**src/rtl/alu_op_sequencer.sv**
```systemverilog
// Multi-cycle ALU operation sequencer: accepts an opcode, drives ALU selects and load strobes, returns a response.
// Optional ALU_SEQ_ZERO_LATCH_EN: zero_flag captures out_Zero_Detect in the result-capture cycle.
module alu_op_sequencer #(
    parameter int LATENCY = 15
) (
    input  logic       Tclkpos,
    input  logic       reset,
    input  logic       op_valid,
    output logic       op_ready,
    input  logic [2:0] opcode,
    output logic       resp_valid,
    input  logic       resp_ready,
    output logic       resp_err,
    output logic       ALU_Control0,
    output logic       ALU_Control1,
    output logic       SUB,
    output logic       STL,
    output logic       Adder_Cin,
    output logic       A_mux,
    output logic       B_mux0,
    output logic       B_mux1,
    output logic       mux3_0,
    output logic       mux3_1,
    output logic       A_Fclkpos,
    output logic       ALU_O_Fclkpos,
    input  logic       out_Zero_Detect,
    output logic       zero_flag
);

    localparam logic [2:0] S_IDLE    = 3'd0;
    localparam logic [2:0] S_LOAD    = 3'd1;
    localparam logic [2:0] S_WAIT    = 3'd2;
    localparam logic [2:0] S_CAPTURE = 3'd3;
    localparam logic [2:0] S_RESP    = 3'd4;

    localparam logic [5:0] WAIT_INIT = 6'(LATENCY - 2);

    logic [2:0] state;
    logic [2:0] op_q;
    logic [5:0] cnt;
    logic [9:0] ctl;
    logic       err_q;

    // Control word order: ctl1:0, SUB, STL, Cin, A_mux, B_mux1:0, mux3_1:0
    function automatic logic [9:0] decode(input logic [2:0] op);
        logic [9:0] w;
        w = 10'b0;
        case (op)
            3'd0:    w = 10'b10_0_0_0_1_11_01;
            3'd1:    w = 10'b10_1_0_1_1_11_01;
            3'd2:    w = 10'b00_0_0_0_1_11_01;
            3'd3:    w = 10'b01_0_0_0_1_11_01;
            3'd4:    w = 10'b11_0_1_1_1_11_01;
            3'd5:    w = 10'b10_0_0_0_0_10_01;
            default: w = 10'b00_0_0_0_0_00_00;
        endcase
        return w;
    endfunction

    always_ff @(posedge Tclkpos) begin
        if (reset) begin
            state <= S_IDLE;
            op_q  <= 3'd0;
            cnt   <= 6'd0;
            ctl   <= 10'd0;
            err_q <= 1'b0;
        end else begin
            case (state)
                S_IDLE: begin
                    if (op_valid) begin
                        op_q <= opcode;
                        if (opcode == 3'd7) begin
                            // Illegal opcode: answer immediately, keep the datapath selects untouched
                            state <= S_RESP;
                            err_q <= 1'b1;
                        end else begin
                            state <= S_LOAD;
                            err_q <= 1'b0;
                            ctl   <= decode(opcode);
                        end
                    end
                end
                S_LOAD: begin
                    if (op_q == 3'd6) begin
                        state <= S_CAPTURE;
                    end else begin
                        state <= S_WAIT;
                        cnt   <= WAIT_INIT;
                    end
                end
                S_WAIT: begin
                    if (cnt == 6'd0) state <= S_CAPTURE;
                    else             cnt   <= cnt - 6'd1;
                end
                S_CAPTURE: state <= S_RESP;
                S_RESP: begin
                    if (resp_ready) state <= S_IDLE;
                end
                default: state <= S_IDLE;
            endcase
        end
    end

    assign op_ready      = (state == S_IDLE);
    assign resp_valid    = (state == S_RESP);
    assign resp_err      = err_q;
    assign A_Fclkpos     = (state == S_LOAD);
    assign ALU_O_Fclkpos = (state == S_CAPTURE);

    assign {ALU_Control1, ALU_Control0, SUB, STL, Adder_Cin, A_mux,
            B_mux1, B_mux0, mux3_1, mux3_0} = ctl;

`ifdef ALU_SEQ_ZERO_LATCH_EN
    logic zf_q;
    always_ff @(posedge Tclkpos) begin
        if (reset)                   zf_q <= 1'b0;
        else if (state == S_CAPTURE) zf_q <= out_Zero_Detect;
    end
    assign zero_flag = zf_q;
`else
    logic unused_zero;
    assign unused_zero = out_Zero_Detect;
    assign zero_flag   = 1'b0;
`endif

endmodule

```
**config.mk**
```make
export PLATFORM = sky130hd
export DESIGN_NAME = alu_op_sequencer
export DESIGN_NICKNAME = d
export VERILOG_FILES = /design/src/rtl/alu_op_sequencer.sv
export SDC_FILE = /design/constraint.sdc
export NUM_CORES = 1
export LEC_CHECK = 0
export BUFFER_PORTS_ARGS = -buffer_cell sky130_fd_sc_hd__buf_4
export CAP_MARGIN = 20
export CORE_MARGIN = 10
export CORE_UTILIZATION = 50
export CTS_CLUSTER_DIAMETER = 50
export DETAILED_ROUTE_END_ITERATION = 10
export PLACE_DENSITY = 0.7
export SYNTH_ARGS = -nofsm -noshare
export SYNTH_HDL_FRONTEND = slang
export SYNTH_SLANG_ARGS = --single-unit
```
**constraint.sdc**
```tcl
create_clock -name Tclkpos -period 2 [get_ports Tclkpos]
set_input_delay 0.1 -clock Tclkpos [delete_from_list [all_inputs] [get_ports Tclkpos]]
set_output_delay 0.1 -clock Tclkpos [all_outputs]
set_load 0.02 [all_outputs]
```
### Word-level counts from Yosys, hierarchy flattened

Cells that the tools add are included.

* bits in registers: 23
* latch bits: 0
* RAM bits: 0
* bits in read-only memories: 0
* output and inout bits: 16
* logic and storage cells: 42
* memories kept: 0

* add/subtract/negate cells: 1
* $mul: 0
* divide/modulo/power cells: 0
* $lt $le $gt $ge: 0
* equal/unequal tests: 16
* shift-type cells: 0
* multiplexer cells: 11
* bitwise gates (word level): 1
* reduce and logical (&&, ||, !) cells: 8

Operators by type and width (number)
* $pmux 10 s6: 1
* $eq 3x3->1 const B: 5
* $pmux 3 s5: 1
* $eq 3x2->1 const B: 4
* $mux 3: 4
* $mux 6: 2
* $pmux 6 s2: 1
* $reduce_and 3->1: 3
* $ne 2x2->1 const B: 4
* $eq 3x1->1 const B: 2
* $logic_not 3->1: 2
* $logic_not 6->1: 1
* $sub 6x1->6 const B: 1
* $mux 1: 2
* $ne 2x1->1 const B: 1
* $reduce_and 2->1: 1
* $reduce_bool 2->1: 1
* $not 1->1: 1

### Logic depth before layout (Yosys ltp)

Gate-level depths: netlist of run 1.

* depth after elaboration: 4
* depth in mapped cells: 6

### Least setup slack after synthesis of run 1

No wires, ideal clock.

* path kind: register to register
* from: reg state[2]
* to: reg cnt[5]
* arrival: 1.656 ns
* required time: 1.868 ns
* setup slack: 0.212 ns
* cell stages (with the launch flop): 6
* buffers on the path: 1
* clock period less this slack: 1.788 ns
* cells stage by stage: dfxtp_1 -> buf_2 -> nor3b_1 -> a21oi_1 -> o21ai_0 -> a21oi_1

* longest elaborated chain between the ends: 3

Ends and longest elaborated chain
* start, declared: RTL line 38 `logic [2:0] state;`
* start signal, assigned: RTL line 62 `state <= S_IDLE;`
* start signal, assigned: RTL line 74 `state <= S_RESP;`
* start signal, assigned: RTL line 77 `state <= S_LOAD;`
* $eq 3x1->1 *
* net A_Fclkpos: RTL line 24 `output logic A_Fclkpos,`
* $ne 2x2->1 (no source line) or $reduce_bool 2->1 (tied branches)
* $reduce_and 3->1 (no source line)
* end signal, assigned: RTL line 93 `else cnt <= cnt - 6'd1;`
* end, declared: RTL line 40 `logic [5:0] cnt;`

Mark *: on every way through the listed nets, which the timed path passes. The rest lies on a longest branch.
A chain may end at the register's enable or synchronous reset.

### Final worst setup path of run 1

* from: reg cnt[0]
* to: reg cnt[0]

* longest elaborated chain between the ends: 3

Ends and longest elaborated chain (RTL line)
* $sub 6x1->6 or $logic_not 6->1 (tied branches): 93, 92
* $mux 6 or $ne 2x2->1 (tied branches)
* $pmux 6 s2 or $reduce_and 3->1 (tied branches)

Several ways; a longest one is shown, not always the timed one. The select of a mux whose other input is x is not followed.

==> metrics.txt, run 1 <==
die width 66.8 um; Inserted Clock Buffers 3; root buf cell clkbuf_4; Clock transition at path regs 110 ps; PortBufs 20; Mapped Avg Cell Area 8.23 sq um; Avg WL per Cell approximately 14 um; Starting DRT DRC Count 27; Worst EP arrival 1980 ps; r2r setup slk around 210 ps; Non-Filler Instances between 150 and 200; cell count along the critical path 6; clk_skew 1.99 ps; ANT cells 0; Placer Congestion 0.755; crit-path max cell delay 520 ps; vias in the first global route 932; Final Setup Violations 0; DP Area 0.00121 sq mm; first-pass GRT wire length 4100 um; Fin. Hold Viols 0; post-DP HPWL about 1800 um; clock buffer depth 2; Fmax achieved approximately 560 MHz; Finished Core Util just over 60%; final WL around 2400 um; Post-route DRC 0; Peak VDD IR 0.000486 V; max_cap viols 0; Mapped Cells 133; Critical Path RT approximately 2200 ps; largest net degree at the start of global routing 21; Post-synth EDFFs 0; core area 0.00202 sq mm; Worst Hold Path EP op_q[0]$_SDFFE_PP0P_; die area between 0.004 and 0.005 sq mm; CTS H-Tree Depth 1; worst reg2reg path depth 6; critical path cell sequence inv_1 -> ha_1 -> or4b_4 -> nor4b_2 -> o21ai_1 -> o311a_1; Total Routing Usage GR 11.3%; HP Start opcode[0]; fraction of registers with async set/reset 0%; Starting Density between 50% and 60%; fraction of layout cells with a size suffix above 1 25.3%; status completed; slowest stage cell, crit path or4b_4; mapped cell area 0.00109 sq mm; Largest delay share family, worst path simple AND/OR/NAND/NOR gates; row cnt 16; CTS tree yes; total number of vias 944; Synth cell types 39; # IOs 24; Multi-input gate area 591 sq um; GRT overflow 0; Yosys warnings 0; hold path depth 3; Crit Path Max Fanout 4; Register Area 400 sq um; Routed Antenna Nets 0; Worst R2R End cnt[0]$_SDFFE_PP0P_; fill cell count 189; share of the yosys chip area belonging to registers 36.6%; RSZ-0062 raised after global routing no; Slew Viols, Final 0; initial antenna violation count 0; via/cell ratio 5.46; Startpoint Class flip-flop; Placed Cells 169; ys flop type dfxtp_1; final instance area 0.00124 sq mm; worst skew pair latency around 300 ps; Crit. End Element flip-flop; r2r startpoint cnt[0]$_SDFFE_PP0P_; Die Span Y 66.8 um; Final min period 1790 ps; CTS Hold Buffers Added 0; PD cells roughly 890 mW/mm^2; CP Class flip-flop to flip-flop; Worst Path Buf+Inv 1; clk sinks 20; Hold Crit Class primary input to flip-flop; FF+latch count, synth 20; Syn-to-layout area delta 13.7%; Layout Nets 157; post-CTS resize count 0; total power about 1.1 mW; postcts setup bufs 0; First-pass DRT Iterations 4; total negative setup slack 0 ps; Pleak 0.486 nW; fin crit share 89.4%
## cell usage in the layout (no fill, tap or decap), drive strengths merged, types with 2 or more instances in the layout
cell type  instances
nor2              13
dfxtp             20
nor3               3
inv                5
clkbuf             4
nor2b              2
conb               2
nor3b              4
or4b               2
nand3              4
a22oi              3
nand2             17
ha                 2
buf               22
nor4b              2
o21ai              8
a21oi             16
## cell type report
cell class	count	share of cell area, %
Multi-Input combinational cell	95	47.4
Sequential cell	20	32.2
Timing Repair Buffer	22	13.3
Clock buffer	4	2.91
Tap cell	27	2.71
Inverter	5	1.51
## cells by family after synthesis
| group | synth area share (%) |
|---|---|
| AO/OA/AOI/OAI | 20.5 |
| adder cells (fa/ha/maj) | 2.29 |
| buffers and inverters | 9.83 |
| flip-flops | 36.6 |
| multiplexers | 1.94 |
| other | 0.343 |
| AND/OR/NAND/NOR | 28.6 |
## cell usage after synthesis, types with 2 or more instances
| cell | n | share of area (%) |
|---|---|---|
| nor4b_2 | 2 | 2.7 |
| clkbuf_1 | 5 | 1.7 |
| a22oi_1 | 3 | 2.1 |
| buf_6 | 2 | 2.1 |
| a21oi_1 | 15 | 6.9 |
| buf_4 | 5 | 3.4 |
| nor3b_1 | 4 | 2.7 |
| ha_1 | 2 | 2.3 |
| nor2b_1 | 2 | 1.1 |
| nor2_1 | 11 | 3.8 |
| nor3_1 | 3 | 1.4 |
| o21ai_0 | 5 | 2.3 |
| o21ai_1 | 3 | 1.4 |
| nor2_4 | 2 | 2.1 |
| nand2_1 | 17 | 5.8 |
| buf_2 | 2 | 0.91 |
| inv_1 | 5 | 1.7 |
| nand3_1 | 4 | 1.8 |
| or4b_4 | 2 | 2.5 |
| dfxtp_1 | 20 | 37 |
## stage by stage
stage | hold WS (ps) | setup WS (ps)
3_3_place_gp | 410 | 266
4_1_cts | 83.1 | 206
6_report | 90.2 | 212
5_1_grt | 98.8 | 119
2_1_floorplan | 176 | 212
3_5_place_dp | 415 | 226
## worst max-delay path by stage
stage / startpoint / endpoint / slack [ps]
finish: cnt[0]$_SDFFE_PP0P_ / cnt[0]$_SDFFE_PP0P_ / 210
detailed placement: cnt[0]$_SDFFE_PP0P_ / cnt[0]$_SDFFE_PP0P_ / 230
global placement: cnt[0]$_SDFFE_PP0P_ / cnt[0]$_SDFFE_PP0P_ / 270
CTS: cnt[0]$_SDFFE_PP0P_ / state[0]$_SDFFE_PP0P_ / 210
global route: cnt[0]$_SDFFE_PP0P_ / state[0]$_SDFFE_PP0P_ / 120
floorplan: state[2]$_SDFFE_PP0P_ / cnt[5]$_SDFFE_PP0P_ / 210
## state kept, by name, indices dropped and copies added, names as in the netlist
name      flops
cnt           6
ctl           7
op_q          3
resp_err      1
state         3
## worst min-delay path: stages
cell	delay, ps
buf_4	140
nand2_1	60
a21oi_1	50
## per-layer routing
layer | global-route usage [%] | up-vias | part of all wire, %
met1 | 12.3 | 439 | 44
met2 | 19.8 | 15 | 52
met4 | 5.24 | 0 | 0.91
met3 | 3.18 | 4 | 3.6
li1 | - | 486 | -
met5 | 0 | - | 0
## where the power goes
group	internal, mW	switching, mW	total [mW]
clock network	0.111	0.125	0.236
registers	0.440	0.0509	0.490
logic	0.163	0.215	0.378
Note: power is estimated with default switching activity, not from simulation.
==> run 2: changes to the inputs <==
--- a/config.mk
+++ b/config.mk
@@ -7,11 +7,12 @@
 export LEC_CHECK = 0
 export BUFFER_PORTS_ARGS = -buffer_cell sky130_fd_sc_hd__buf_4
 export CAP_MARGIN = 20
+export CORE_ASPECT_RATIO = 1.75
 export CORE_MARGIN = 10
-export CORE_UTILIZATION = 50
-export CTS_CLUSTER_DIAMETER = 50
+export CORE_UTILIZATION = 47
+export CTS_CLUSTER_DIAMETER = 120
 export DETAILED_ROUTE_END_ITERATION = 10
-export PLACE_DENSITY = 0.7
+export PLACE_DENSITY = 0.69
 export SYNTH_ARGS = -nofsm -noshare
 export SYNTH_HDL_FRONTEND = slang
 export SYNTH_SLANG_ARGS = --single-unit
==> constraint.sdc (replaced) <==
create_clock -name Tclkpos -period 1.5 [get_ports Tclkpos]
set_input_delay 0.075 -clock Tclkpos [delete_from_list [all_inputs] [get_ports Tclkpos]]
set_output_delay 0.075 -clock Tclkpos [all_outputs]
set_load 0.02 [all_outputs]
==> run 2 against run 1 <==
Net effect: the run now ends with setup timing left; count of clock-buffer cells in the layout fell by 1; global-route usage rose by 1.2 points; die area rose by 6.2%; total power rose by 69%; largest cell class unchanged; highest routed layer unchanged.
==> metrics.txt, run 2 (synthesized netlist as in run 1, its figures left out) <==
status finished, violations left; failing checks setup timing; total number of vias 1034 (+9.5%); Crit Path Max Fanout 4 (unchanged); ANT cells 0 (unchanged); r2r startpoint cnt[1]$_SDFFE_PP0P_; Crit. End Element flip-flop; Worst EP arrival 1830 ps (-150 ps); pre-CTS setup slack -210 ps (-436 ps); clk_skew 1.76 ps (-0.228 ps); Final Setup Violations 3 (+3); top flop regs ctl: 7 flops, cnt: 6 flops; CP Class flip-flop to flip-flop; max FFs per register 7 (unchanged); root buf cell clkbuf_8; Largest delay share family, worst path simple AND/OR/NAND/NOR gates; worst setup margin -146 ps (-358 ps); HP Start opcode[2]; Layout Nets 174 (+11%); crit-path max cell delay 510 ps (about the same); total power 1.86 mW (+69%); Worst Path Buf+Inv 1 (unchanged); Peak VDD IR 0.000635 V (+30%); RSZ-0062 raised after global routing yes; die area 0.00474 sq mm (+6.2%); crit path from cnt[1]$_SDFFE_PP0P_; fin crit share 110% (+20 points); Fin. Hold Viols 0 (unchanged); Non-Filler Instances 188 (+8.7%); core area 0.00227 sq mm (+12%); r2r setup slk -150 ps (-360 ps); fill cell count 202 (+6.9%); Routed Antenna Nets 0 (unchanged); worst skew pair latency 260 ps (-40 ps); clk sinks 20 (unchanged); critical path cell sequence inv_2 -> ha_4 -> or4b_4 -> nor4b_4 -> o21ai_1 -> a21oi_1; First-pass DRT Iterations 4 (unchanged); Avg WL per Cell 15.0 um (+7.4%); largest reg by FF count ctl; first-pass GRT wire length 4930 um (+20%); Total Routing Usage GR 12.5% (+1.2 points); Starting Density 48.2% (-6.0 points); Inserted Clock Buffers 3 (unchanged); Final min period 1650 ps (-142 ps); Die Span Y 83.8 um (+26%); via/cell ratio 5.50 (+0.79%); vias in the first global route 1099 (+18%); Placer Congestion 0.824 (+9.1%); Clock power frac 29.3% (+8.0 points); PortBufs 20 (unchanged); Critical Path RT 1680 ps (-520 ps); Register Area 405 sq um (+1.3%); Hold Crit Class primary input to flip-flop; Syn-to-layout area delta 33.3%; CTS H-Tree Depth 1 (unchanged); post-DP HPWL 2220 um (+23%); Pint 1.27 mW (+78%); # IOs 24 (unchanged); switch share 31.9% (-3.5 points); Multi-input gate area 639 sq um (+8.3%); Flop pwr share 34.9% (-9.5 points); Worst R2R End cnt[1]$_SDFFE_PP0P_; combinational power share 35.8% (+1.6 points); commonest non-fill, non-tap cells in the layout buf_4 (39), nand2_1 (17), dfxtp_1 (16); Placed Cells 181 (+7.1%); Pleak 0.608 nW (+25%); Startpoint Class flip-flop; Slew Viols, Final 0 (unchanged); GRT overflow 0 (unchanged); largest net degree at the start of global routing 21 (unchanged); final WL 2820 um (+17%); Worst Setup EP cnt[1]$_SDFFE_PP0P_; Clock transition at path regs 80 ps (-30 ps); clock buffer depth 2 (unchanged); total negative setup slack -292 ps (-292 ps); Fmax achieved 608 MHz (+8.6%); CTS Hold Buffers Added 0 (unchanged); cell count along the critical path 6 (unchanged); CTS tree yes; row cnt 23 (+7); Post-route DRC 0 (unchanged); fraction of layout cells with a size suffix above 1 40.5% (+15 points); Starting DRT DRC Count 26 (-3.7%); initial antenna violation count 0 (unchanged); net switching power 0.594 mW (+52%); worst reg2reg path depth 6 (unchanged); slowest stage cell, crit path or4b_4; commonest non-fill, non-tap cell in the layout buf_4; die width 56.5 um (-15%); max_cap viols 0 (unchanged); PD cells 1280 mW/mm^2 (+44%)
## run 2: worst min-delay path by stage
stage	endpoint	depth (start not counted)	slack [ps]
floorplan	state[0]$_SDFFE_PP0P_	1	150
global placement	op_q[2]$_SDFFE_PP0P_	3	380
detailed placement	op_q[2]$_SDFFE_PP0P_	3	390
CTS	op_q[2]$_SDFFE_PP0P_	3	100
global route	op_q[2]$_SDFFE_PP0P_	3	110
finish	op_q[2]$_SDFFE_PP0P_	3	110
## run 2: cell type report
cell class	instances	share of cell area, %
Multi-Input combinational cell	95	43.8
Sequential cell	20	27.8
Timing Repair Buffer	39	20.1
Clock buffer	3	2.83
Tap cell	25	2.14
Clock inverter	1	2.06
Inverter	5	1.29
## run 2: repair_timing
| action | 4_1_cts | 5_1_grt |
|---|---|---|
| resized for setup | 0 | 7 |
| endpoints found under the setup margin | 3 | 11 |
| pin swaps | 4 | 2 |
| buffers inserted | 2 | 1 |
| hold endpoints to repair | 0 | 0 |
## run 2: through the flow
step | utilization, % | hold WS, ps | instance area [sq um]
floorplan | - | 151 | 1130
detailed placement | 58.9 | 387 | 1340
global route | 64.2 | 114 | 1460
CTS | 62.7 | 101 | 1430
finish | 64.2 | 107 | 1460
global placement | 58.9 | 378 | 1340
## run 2: per-layer routing
layer / wire length (um) / GRT usage (%) / up-vias
met1: 1040 / 11.8 / 490
met3: 65 / 2.29 / 6
li1: - / - / 521
met2: 1660 / 24.3 / 17
met4: 55 / 5.27 / 0
met5: 0 / 0 / -
## run 2: power by group through the flow
stage / combinational [mW] / sequential [mW] / clock, mW
2_1_floorplan: 0.422 / 0.657 / 0
3_3_place_gp: 0.625 / 0.654 / 0
3_5_place_dp: 0.648 / 0.656 / 0
4_1_cts: 0.660 / 0.644 / 0.554
5_1_grt: 0.745 / 0.661 / 0.586
6_report: 0.667 / 0.651 / 0.547
## run 2: worst register-to-register path, cell delays in order (launching register included)
cell and delay [ps]:
dfxtp_2 330, inv_2 70, ha_4 130, or4b_4 510, nor4b_4 260, o21ai_1 110
a21oi_1 160
==> run 3: changes to the inputs <==
--- a/config.mk
+++ b/config.mk
@@ -7,12 +7,14 @@
 export LEC_CHECK = 0
 export BUFFER_PORTS_ARGS = -buffer_cell sky130_fd_sc_hd__buf_4
 export CAP_MARGIN = 20
-export CORE_ASPECT_RATIO = 1.75
+export CORE_ASPECT_RATIO = 0.7
 export CORE_MARGIN = 10
 export CORE_UTILIZATION = 47
 export CTS_CLUSTER_DIAMETER = 120
 export DETAILED_ROUTE_END_ITERATION = 10
+export MAX_ROUTING_LAYER = met4
 export PLACE_DENSITY = 0.69
+export SLEW_MARGIN = 5
 export SYNTH_ARGS = -nofsm -noshare
 export SYNTH_HDL_FRONTEND = slang
 export SYNTH_SLANG_ARGS = --single-unit
==> run 3 against run 2 <==
Net effect: the run still ends with setup timing left; sequential power barely moved; global-route usage fell by 0.56 points; worst hold slack got worse by 61 ps; count of clock-buffer cells in the layout did not move; routed wire length fell by 0.11%; die area fell by 0.96%; final cell count rose by 5.3%; core utilization rose by 3.9 points; clock power fell by 17%.
==> metrics.txt, run 3 (synthesized netlist as in run 1, its figures left out) <==
crit-path max cell delay 500 ps (about the same); slowest stage cell, crit path or4b_4; Avg WL per Cell 14.2 um (-5.2%); worst setup margin -128 ps (+17.4 ps); Critical Path RT 1710 ps (+30 ps); root buf cell clkbuf_4; Worst Path Buf+Inv 1 (unchanged); fin crit share 109% (-1.2 points); max FFs per register 7 (unchanged); net switching power 0.612 mW (+2.9%); PD cells 1230 mW/mm^2 (-3.4%); die area 0.00469 sq mm (-0.96%); Hold Crit Class primary input to flip-flop; post-DP HPWL 2010 um (-9.4%); HP Start opcode[2]; Worst EP arrival 1840 ps (about the same); CTS Hold Buffers Added 0 (unchanged); CP Class flip-flop to flip-flop; combinational power share 40.0% (+4.2 points); Crit Path Max Fanout 3 (-1); top flop regs ctl: 7 flops, cnt: 6 flops; largest net degree at the start of global routing 21 (unchanged); commonest non-fill, non-tap cells in the layout buf_4 (41), nand2_1 (16), dfxtp_1 (15); Finished Core Util 68.1% (+3.9 points); total number of vias 1054 (+1.9%); Pleak 0.610 nW (+0.34%); Fmax achieved 614 MHz (+1.1%); initial antenna violation count 0 (unchanged); GRT overflow 0 (unchanged); Pint 1.23 mW (-3.3%); total power 1.84 mW (-1.3%); Clock power frac 24.6% (-4.7 points); clk_skew 2.14 ps (+0.381 ps); Total Routing Usage GR 11.9% (-0.56 points); Routed Antenna Nets 0 (unchanged); Peak VDD IR 0.000794 V (+25%); Startpoint Class flip-flop; final WL 2820 um (-0.11%); Flop pwr share 35.4% (+0.5 points); Slew Viols, Final 0 (unchanged); # IOs 24 (unchanged); pre-CTS setup slack -190 ps (+20.6 ps); CTS H-Tree Depth 1 (unchanged); fill cell count 173 (-14%); Fin. Hold Viols 0 (unchanged); clock buffer depth 2 (unchanged); largest reg by FF count ctl; final instance area 0.00149 sq mm (+2.1%); Layout Nets 177 (+1.7%); core area 0.00219 sq mm (-3.7%); max_cap viols 0 (unchanged); Syn-to-layout area delta 36.1%; Placer Congestion 0.794 (-3.5%); fraction of layout cells with a size suffix above 1 42.2% (+1.7 points); commonest non-fill, non-tap cell in the layout buf_4; Starting DRT DRC Count 124 (+380%); Crit. End Element flip-flop; PortBufs 20 (unchanged); via/cell ratio 5.32 (-3.2%); worst skew pair latency 310 ps (+50 ps); vias in the first global route 925 (-16%); crit path from cnt[0]$_SDFFE_PP0P_; Largest delay share family, worst path simple AND/OR/NAND/NOR gates; failing checks setup timing; Non-Filler Instances 198 (+5.3%); ANT cells 0 (unchanged); first-pass GRT wire length 4380 um (-11%); switch share 33.2% (+1.4 points); critical path cell sequence inv_2 -> ha_4 -> or4b_4 -> nor4b_4 -> o21ai_1 -> o311a_1; CTS tree yes; r2r startpoint cnt[0]$_SDFFE_PP0P_; Post-route DRC 0 (unchanged); Inserted Clock Buffers 3 (unchanged); Die Span Y 60.4 um (-28%); row cnt 14 (-39%); Clock transition at path regs 120 ps (+40 ps); die width 77.7 um (+38%); Starting Density 50.0% (+1.8 points); RSZ-0062 raised after global routing yes; status finished, violations left; First-pass DRT Iterations 4 (unchanged); Final Setup Violations 4 (+1); DP Area 0.00134 sq mm (about the same); Final min period 1630 ps (-17.4 ps); clk sinks 20 (unchanged); Placed Cells 187 (+3.3%)
run 3: cell types whose count changed in the layout (fill, tap and decap cells not counted), sizes merged:
cell and change:
buf +3
run 3: cell type report:
type	instances	area [sq um]	area share, %
timing repair buffer	42	319	21.4
clock inverter	1	30.0	2.02
multi-input combinational	95	648	43.5
inverter	5	18.8	1.26
sequential	20	412	27.6
tap	32	40.0	2.69
clock buffer	3	22.5	1.51
run 3: routing by layer:
metal  vias to the layer above  part of all wire (%)  track usage [%]  routed length (um)
li1                        524                     -                -                   -
met1                       487                    45             14.9                1280
met2                        43                    46             18.1                1290
met3                         0                   9.0             4.87                 253
met4                         0                     0             1.55                   0
met5                         -                     0                -                   0
run 3: power by group through the flow:
stage | Sequential [mW] | Clock [mW] | Combinational, mW
finish | 0.651 | 0.452 | 0.737
global route | 0.658 | 0.473 | 0.800
CTS | 0.645 | 0.456 | 0.682
detailed placement | 0.658 | 0 | 0.641
global placement | 0.653 | 0 | 0.624
floorplan | 0.657 | 0 | 0.422
run 3: worst register-to-register path: cells and delay by family (launching register included):
kind            cells  cell delay, ps
flops               1             340
fa+ha+maj           1             130
simple gates        2             760
compound gates      2             220
buf+inv             1              70
run 3: path summary, 6_finish.rpt:
| kind | cells after the start | slack [ps] | end |
|---|---|---|---|
| setup / recovery | 6 | -130 | cnt[0]$_SDFFE_PP0P_ |
| hold / removal | 3 | 50 | op_q[2]$_SDFFE_PP0P_ |
| setup reg to reg | 6 | -130 | cnt[0]$_SDFFE_PP0P_ |
| hold reg to reg | 2 | 470 | op_q[2]$_SDFFE_PP0P_ |
run 3: through the flow:
| step | hold slack, ps | TNS [ps] |
|---|---|---|
| 2_1_floorplan | 151 | -290 |
| 3_3_place_gp | 379 | -336 |
| 3_5_place_dp | 385 | -520 |
| 4_1_cts | 43.5 | -317 |
| 5_1_grt | 43.2 | -711 |
| 6_report | 46.4 | -389 |
run 3: repair_timing:
| item | CTS | global route |
|---|---|---|
| resized for setup | 2 | 10 |
| buffers inserted | 4 | 4 |
| gates cloned | 0 | 0 |
| setup endpoints to repair | 6 | 14 |
| pin swaps | 7 | 5 |
